### src/rtl/intr_controller_if.sv
// Signal bundle between intr_controller and its peripherals/CPU.
// slave = the controller, master = whoever drives requests, register writes and INA.
interface intr_controller_if #(
   parameter int unsigned N_IRQ = 8
) ();

   logic [N_IRQ-1:0] irq_in;
   logic             nmi_src;
   logic             mask_we;
   logic [N_IRQ-1:0] mask_wdata;
   logic             gie_we;
   logic             gie_wdata;
   logic             eoi;
   logic             INA;
   logic             INT;
   logic             NMI;
   logic             INT_Disable;
   logic [4:0]       irq_id;
   logic [N_IRQ-1:0] pending;
   logic             busy;

   modport master (
      output irq_in, nmi_src, mask_we, mask_wdata, gie_we, gie_wdata, eoi, INA,
      input  INT, NMI, INT_Disable, irq_id, pending, busy
   );

   modport slave (
      input  irq_in, nmi_src, mask_we, mask_wdata, gie_we, gie_wdata, eoi, INA,
      output INT, NMI, INT_Disable, irq_id, pending, busy
   );

endinterface

### src/rtl/intr_controller.sv
// Edge-latched, lowest-index-first interrupt source for cpu with a stretched NMI output.
// Define INTC_TIMEOUT_EN to withdraw INT and re-arbitrate when INA is missing for ACK_TIMEOUT cycles.
module intr_controller #(
   parameter int unsigned N_IRQ       = 8,
   parameter int unsigned NMI_HOLD    = 4,
   parameter int unsigned ACK_TIMEOUT = 64
) (
   input  logic             clk,
   input  logic             rst_n,
   intr_controller_if.slave bus
);

   localparam int unsigned   NW       = $clog2(NMI_HOLD + 1);
   localparam logic [NW-1:0] NMI_LOAD = NW'(NMI_HOLD);
   localparam logic [NW-1:0] NMI_ONE  = NW'(1);

   typedef enum logic [1:0] {
      S_IDLE    = 2'd0,
      S_REQ     = 2'd1,
      S_SERVICE = 2'd2
   } state_t;

   generate
      if (N_IRQ < 1 || N_IRQ > 32 || NMI_HOLD < 1 || ACK_TIMEOUT < 1) begin : g_bad_params
         $error("intr_controller: parameter out of range");
      end
   endgenerate

   logic [N_IRQ-1:0] irq_s1_q, irq_s2_q, irq_s3_q;
   logic             nmi_s1_q, nmi_s2_q, nmi_s3_q;
   logic [N_IRQ-1:0] irq_edge;
   logic             nmi_edge;

   logic [N_IRQ-1:0] pending_q, pending_d;
   logic [N_IRQ-1:0] mask_q, mask_d;
   logic [N_IRQ-1:0] eligible, clr_vec;
   logic             gie_q, gie_d;

   logic [NW-1:0]    nmi_cnt_q, nmi_cnt_d;
   logic             nmi_active;

   state_t           state_q, state_d;
   logic [4:0]       irq_id_q, irq_id_d;
   logic [4:0]       win_id;
   logic             ack;

`ifdef INTC_TIMEOUT_EN
   localparam int unsigned   TW      = $clog2(ACK_TIMEOUT + 1);
   localparam logic [TW-1:0] TO_LAST = TW'(ACK_TIMEOUT - 1);
   localparam logic [TW-1:0] TO_ONE  = TW'(1);
   logic [TW-1:0]    to_cnt_q, to_cnt_d;
`endif

   // s2/s3 are both past the metastability stage, so the edge detect is glitch-free
   always_ff @(posedge clk or negedge rst_n) begin
      if (!rst_n) begin
         irq_s1_q <= '0;
         irq_s2_q <= '0;
         irq_s3_q <= '0;
         nmi_s1_q <= 1'b0;
         nmi_s2_q <= 1'b0;
         nmi_s3_q <= 1'b0;
      end else begin
         irq_s1_q <= bus.irq_in;
         irq_s2_q <= irq_s1_q;
         irq_s3_q <= irq_s2_q;
         nmi_s1_q <= bus.nmi_src;
         nmi_s2_q <= nmi_s1_q;
         nmi_s3_q <= nmi_s2_q;
      end
   end

   assign irq_edge   = irq_s2_q & ~irq_s3_q;
   assign nmi_edge   = nmi_s2_q & ~nmi_s3_q;
   assign nmi_active = (nmi_cnt_q != '0);
   assign eligible   = pending_q & mask_q;

   always_comb begin
      mask_d = mask_q;
      gie_d  = gie_q;
      if (bus.mask_we) mask_d = bus.mask_wdata;
      if (bus.gie_we)  gie_d  = bus.gie_wdata;
   end

   always_comb begin
      nmi_cnt_d = nmi_cnt_q;
      if (nmi_edge)
         nmi_cnt_d = NMI_LOAD;
      else if (nmi_active)
         nmi_cnt_d = nmi_cnt_q - NMI_ONE;
   end

   always_comb begin
      win_id = '0;
      for (int unsigned i = N_IRQ; i > 0; i--) begin
         if (eligible[i-1]) win_id = 5'(i - 1);
      end
   end

   always_comb begin
      clr_vec = '0;
      for (int unsigned i = 0; i < N_IRQ; i++) begin
         clr_vec[i] = ack && (irq_id_q == 5'(i));
      end
   end

   // a fresh edge on the bit being acknowledged must survive the clear
   assign pending_d = (pending_q & ~clr_vec) | irq_edge;

   always_comb begin
      state_d  = state_q;
      irq_id_d = irq_id_q;
      ack      = 1'b0;
`ifdef INTC_TIMEOUT_EN
      to_cnt_d = to_cnt_q;
`endif
      case (state_q)
         S_IDLE: begin
            // also hold off on an NMI edge this cycle so INT and NMI never rise together
            if ((|eligible) && gie_q && !nmi_active && !nmi_edge) begin
               state_d  = S_REQ;
               irq_id_d = win_id;
`ifdef INTC_TIMEOUT_EN
               to_cnt_d = '0;
`endif
            end
         end
         S_REQ: begin
            if (bus.INA) begin
               state_d = S_SERVICE;
               ack     = 1'b1;
            end else if (nmi_edge) begin
               state_d = S_IDLE;
            end
`ifdef INTC_TIMEOUT_EN
            else if (to_cnt_q == TO_LAST) begin
               state_d = S_IDLE;
            end else begin
               to_cnt_d = to_cnt_q + TO_ONE;
            end
`endif
         end
         S_SERVICE: begin
            if (bus.eoi) state_d = S_IDLE;
         end
         default: state_d = S_IDLE;
      endcase
   end

   always_ff @(posedge clk or negedge rst_n) begin
      if (!rst_n) begin
         state_q   <= S_IDLE;
         irq_id_q  <= '0;
         pending_q <= '0;
         mask_q    <= '1;
         gie_q     <= 1'b0;
         nmi_cnt_q <= '0;
`ifdef INTC_TIMEOUT_EN
         to_cnt_q  <= '0;
`endif
      end else begin
         state_q   <= state_d;
         irq_id_q  <= irq_id_d;
         pending_q <= pending_d;
         mask_q    <= mask_d;
         gie_q     <= gie_d;
         nmi_cnt_q <= nmi_cnt_d;
`ifdef INTC_TIMEOUT_EN
         to_cnt_q  <= to_cnt_d;
`endif
      end
   end

   assign bus.INT         = (state_q == S_REQ);
   assign bus.NMI         = nmi_active;
   assign bus.INT_Disable = ~gie_q;
   assign bus.irq_id      = irq_id_q;
   assign bus.pending     = pending_q;
   assign bus.busy        = (state_q != S_IDLE);

endmodule

### src/flat_wrapper.sv
// flat-port wrapper written by rule: the top's interface ports become plain ports
module intr_controller_flat 
#(
   parameter int unsigned N_IRQ       = 8,
   parameter int unsigned NMI_HOLD    = 4,
   parameter int unsigned ACK_TIMEOUT = 64
)
  (clk, rst_n, bus_irq_in, bus_nmi_src, bus_mask_we, bus_mask_wdata, bus_gie_we, bus_gie_wdata, bus_eoi, bus_INA, bus_INT, bus_NMI, bus_INT_Disable, bus_irq_id, bus_pending, bus_busy);
  intr_controller_if #(.N_IRQ(N_IRQ)) bus_i ();
  input  logic clk;
  input  logic rst_n;
  input wire logic [$bits(bus_i.irq_in)-1:0] bus_irq_in;
  input wire logic [$bits(bus_i.nmi_src)-1:0] bus_nmi_src;
  input wire logic [$bits(bus_i.mask_we)-1:0] bus_mask_we;
  input wire logic [$bits(bus_i.mask_wdata)-1:0] bus_mask_wdata;
  input wire logic [$bits(bus_i.gie_we)-1:0] bus_gie_we;
  input wire logic [$bits(bus_i.gie_wdata)-1:0] bus_gie_wdata;
  input wire logic [$bits(bus_i.eoi)-1:0] bus_eoi;
  input wire logic [$bits(bus_i.INA)-1:0] bus_INA;
  output wire logic [$bits(bus_i.INT)-1:0] bus_INT;
  output wire logic [$bits(bus_i.NMI)-1:0] bus_NMI;
  output wire logic [$bits(bus_i.INT_Disable)-1:0] bus_INT_Disable;
  output wire logic [$bits(bus_i.irq_id)-1:0] bus_irq_id;
  output wire logic [$bits(bus_i.pending)-1:0] bus_pending;
  output wire logic [$bits(bus_i.busy)-1:0] bus_busy;
  assign bus_i.irq_in = bus_irq_in;
  assign bus_i.nmi_src = bus_nmi_src;
  assign bus_i.mask_we = bus_mask_we;
  assign bus_i.mask_wdata = bus_mask_wdata;
  assign bus_i.gie_we = bus_gie_we;
  assign bus_i.gie_wdata = bus_gie_wdata;
  assign bus_i.eoi = bus_eoi;
  assign bus_i.INA = bus_INA;
  assign bus_INT = bus_i.INT;
  assign bus_NMI = bus_i.NMI;
  assign bus_INT_Disable = bus_i.INT_Disable;
  assign bus_irq_id = bus_i.irq_id;
  assign bus_pending = bus_i.pending;
  assign bus_busy = bus_i.busy;
  intr_controller #(.N_IRQ(N_IRQ), .NMI_HOLD(NMI_HOLD), .ACK_TIMEOUT(ACK_TIMEOUT)) u_core (.clk(clk), .rst_n(rst_n), .bus(bus_i));
endmodule
### config.mk
export PLATFORM = sky130hd
export DESIGN_NAME = intr_controller_flat
export DESIGN_NICKNAME = d
export VERILOG_FILES = /design/src/rtl/intr_controller_if.sv /design/src/rtl/intr_controller.sv /design/src/flat_wrapper.sv
export SDC_FILE = /design/constraint.sdc
export NUM_CORES = 1
export LEC_CHECK = 0
export ABC_AREA = 1
export CORE_UTILIZATION = 56
export CTS_BUF_LIST = sky130_fd_sc_hd__clkbuf_2 sky130_fd_sc_hd__clkbuf_4 sky130_fd_sc_hd__clkbuf_8
export CTS_CLUSTER_DIAMETER = 60
export DETAILED_ROUTE_END_ITERATION = 10
export PLACE_DENSITY = 0.87
export REMOVE_ABC_BUFFERS = 1
export SETUP_SLACK_MARGIN = 0.2
export SYNTH_ARGS = -nofsm -noshare
export SYNTH_HDL_FRONTEND = slang
export SYNTH_SLANG_ARGS = --single-unit
### constraint.sdc
create_clock -name clk -period 3.4 [get_ports clk]
set_input_delay 0.68 -clock clk [delete_from_list [all_inputs] [get_ports clk]]
set_output_delay 0.68 -clock clk [all_outputs]
set_load 0.1 [all_outputs]
==> flow_metrics.env <==
export IMPL_status="complete, no violations"
export IMPL_antenna_found_initial=0
export IMPL_hpwlAfterDp_um=2530
export IMPL_drtAntennaViolNets=0
export IMPL_grt_max_degree=53
export IMPL_wl_um=3340
export IMPL_die_y_um=60.5
export IMPL_criticalPathCategory="reg2out"
export IMPL_crit_path_max_fanout=3
export IMPL_dp_cells=244
export IMPL_r2r_start="u_core.nmi_cnt_q[0]"
export IMPL_start_util_pct=60.8
export IMPL_power_density_nw_per_um2=737
export IMPL_maxCapViolations=0
export IMPL_hold_buffers=0
export IMPL_final_cell_mix="dfrtp_1 (44), nand2_1 (35), inv_1 (22), clkdlybuf4s50_1 (22), buf_4 (15)"
export IMPL_min_period_ns=2.11
export IMPL_grt_pass1_vias=1299
export IMPL_drt_vias_per_instance=4.97
export IMPL_post_drt_wl_per_cell_um=13.3
export IMPL_arrival_ns=1.43
export IMPL_max_clock_freq_mhz=474
export IMPL_cts_root_buf="clkbuf_4"
export IMPL_cp_required_ns=2.72
export IMPL_first_iter_violations=30
export IMPL_num_vias=1253
export IMPL_endpoint="bus_NMI"
export IMPL_synth_area_um2=1920
export IMPL_synth_yosys_seq_area_share_pct=68.4
export IMPL_synthCells=164
export IMPL_p_leak_nw=1.12
export IMPL_final_area_um2=2380
export IMPL_reg2regPathDepth=10
export IMPL_cts_tree="done"
export IMPL_clk_latency_ns=0.37
export IMPL_cts_buffer_depth=2
export IMPL_drc_errors=0
export IMPL_grt_usage_pct=21.1
export IMPL_area_growth_pct=24.0
export IMPL_drive_above_1_share_pct=25.0
export IMPL_skew_ns=0.00606
export IMPL_grt_overflow=0
export IMPL_ios=41
export IMPL_synth_cell_types=25
export IMPL_power_mw=1.75
export IMPL_io_buffers=38
export IMPL_peakVddDrop_uv=462
export IMPL_instances_no_fill=252
export IMPL_cts_max_level=2
export IMPL_setup_viol=0
export IMPL_cts_made_buffers=5
export IMPL_ff2ff_setup_slack_ns=2.02
export IMPL_antennaDiodeCount=0
export IMPL_relSlewSlack_pct=28.2
export IMPL_worst_setup_path_start_kind="register"
export IMPL_layout_commonest_cell="dfrtp_1"
export IMPL_timing_rr_end="u_core.bus.irq_id[0]"
export IMPL_die_area_um2=3660
export IMPL_ys_warn_count=0
export IMPL_hold_path_class="reg2reg"
export IMPL_clock_sinks=52
export IMPL_post_cts_buffers=0
export IMPL_hold_violations=0
export IMPL_drv_slew=0
export IMPL_grt_pass1_wl_um=5340
export IMPL_startpoint="u_core.nmi_cnt_q[0]"
export IMPL_place_area_um2=2290
export IMPL_avgSynthCellArea_um2=11.7
export IMPL_drt_pass1_iter_count=6
export IMPL_setup_tns_ns=0
export IMPL_synth_seq_cells=52
export IMPL_endpoint_kind="output pin"
export IMPL_clk_pin_slew_ns=0.14
export IMPL_finalCritPeriodShare_pct=62.1
export IMPL_nets=233
export IMPL_gp_congestion=0.853
export IMPL_num_rows=20
export IMPL_worstMarginPinSlew_ns=1.08
export IMPL_core_area_um2=3150
export IMPL_ctsResizeCount=0
export IMPL_die_w_um=60.5
export IMPL_rsz0062_at_grt="no"
[synthesized netlist by cell type, drive strengths merged]
| master | count | share of area [%] |
|---|---|---|
| o21ai | 18 | 4.7 |
| dfstp | 8 | 11 |
| ha | 2 | 1.3 |
| nand3b | 1 | 0.39 |
| inv | 24 | 4.7 |
| dfrtp | 44 | 57 |
| o21bai | 1 | 0.39 |
| conb | 1 | 0.20 |
| nand2 | 38 | 8.6 |
| a21oi | 2 | 0.52 |
| nor3 | 2 | 0.78 |
| a31o | 1 | 0.46 |
| nor2 | 8 | 2.7 |
| buf | 3 | 1.0 |
| nand3 | 1 | 0.26 |
| xnor2 | 1 | 0.46 |
| mux2 | 8 | 4.7 |
| o22ai | 1 | 0.33 |
[critical path: stages, from the launching register on]
cell,delay (ns)
dfrtp_1,0.39
inv_1,0.07
ha_1,0.22
nand2_4,0.09
buf_4,0.29
[metal layers]
metal	vias to the layer above	global-route usage, %	wire length [um]
met1	608	21.4	1260
met5	-	0	0
met3	11	7.68	196
li1	595	-	-
met2	39	37.2	1760
met4	0	12.0	126
[worst min path at each step]
stage                  startpoint                  to  slack, ns  cells after the start
6_report       u_core.irq_s1_q[4]  u_core.irq_s2_q[4]       0.37                      0
5_1_grt        u_core.irq_s1_q[4]  u_core.irq_s2_q[4]       0.38                      0
4_1_cts        u_core.irq_s1_q[4]  u_core.irq_s2_q[4]       0.37                      0
3_5_place_dp   u_core.irq_s1_q[4]  u_core.irq_s2_q[4]       0.33                      0
3_3_place_gp   u_core.irq_s1_q[4]  u_core.irq_s2_q[4]       0.33                      0
2_1_floorplan  u_core.irq_s1_q[0]  u_core.irq_s2_q[0]       0.33                      0
[metrics by stage]
stage / setup slack, ns / utilization [%] / hold slack [ns]
6_report: 1.29 / 75.4 / 0.366
3_5_place_dp: 1.43 / 72.7 / 0.335
5_1_grt: 1.23 / 75.4 / 0.381
3_3_place_gp: 1.51 / 72.7 / 0.333
4_1_cts: 1.26 / 75.4 / 0.367
2_1_floorplan: 1.01 / - / 0.331
[state kept, by name, indices dropped and copies added (netlist names)]
signal,flops
u_core.nmi_s3_q,1
u_core.mask_q,8
u_core.bus.irq_id,3
u_core.nmi_cnt_q,3
u_core.gie_q,1
u_core.nmi_s1_q,1
u_core.state_q,2
u_core.irq_s3_q,8
u_core.irq_s2_q,8
u_core.irq_s1_q,8
u_core.nmi_s2_q,1
u_core.bus.pending,8
[power breakdown]
part / leakage [nW] / internal [mW] / switching, mW
clock network: 0.0418 / 0.157 / 0.193
logic: 0.491 / 0.165 / 0.476
registers: 0.583 / 0.702 / 0.0590
total: 1.12 / 1.02 / 0.728
[cell type report]
class / count / area, um2
sequential: 52 / 1310
tap: 44 / 55.1
clock inverter: 3 / 46.3
multi-input combinational: 86 / 499
timing repair buffer: 38 / 338
fill: 215 / 776
clock buffer: 5 / 37.5
inverter: 24 / 90.1
[cell families after synthesis]
family	share of synthesized area [%]
compound gates	6.40
xor+xnor	0.457
fa+ha+maj	1.31
buf+inv	5.74
flops	68.4
mux	4.70
other cells	0.196
simple gates	12.8
(Power assumes the default switching activity.)
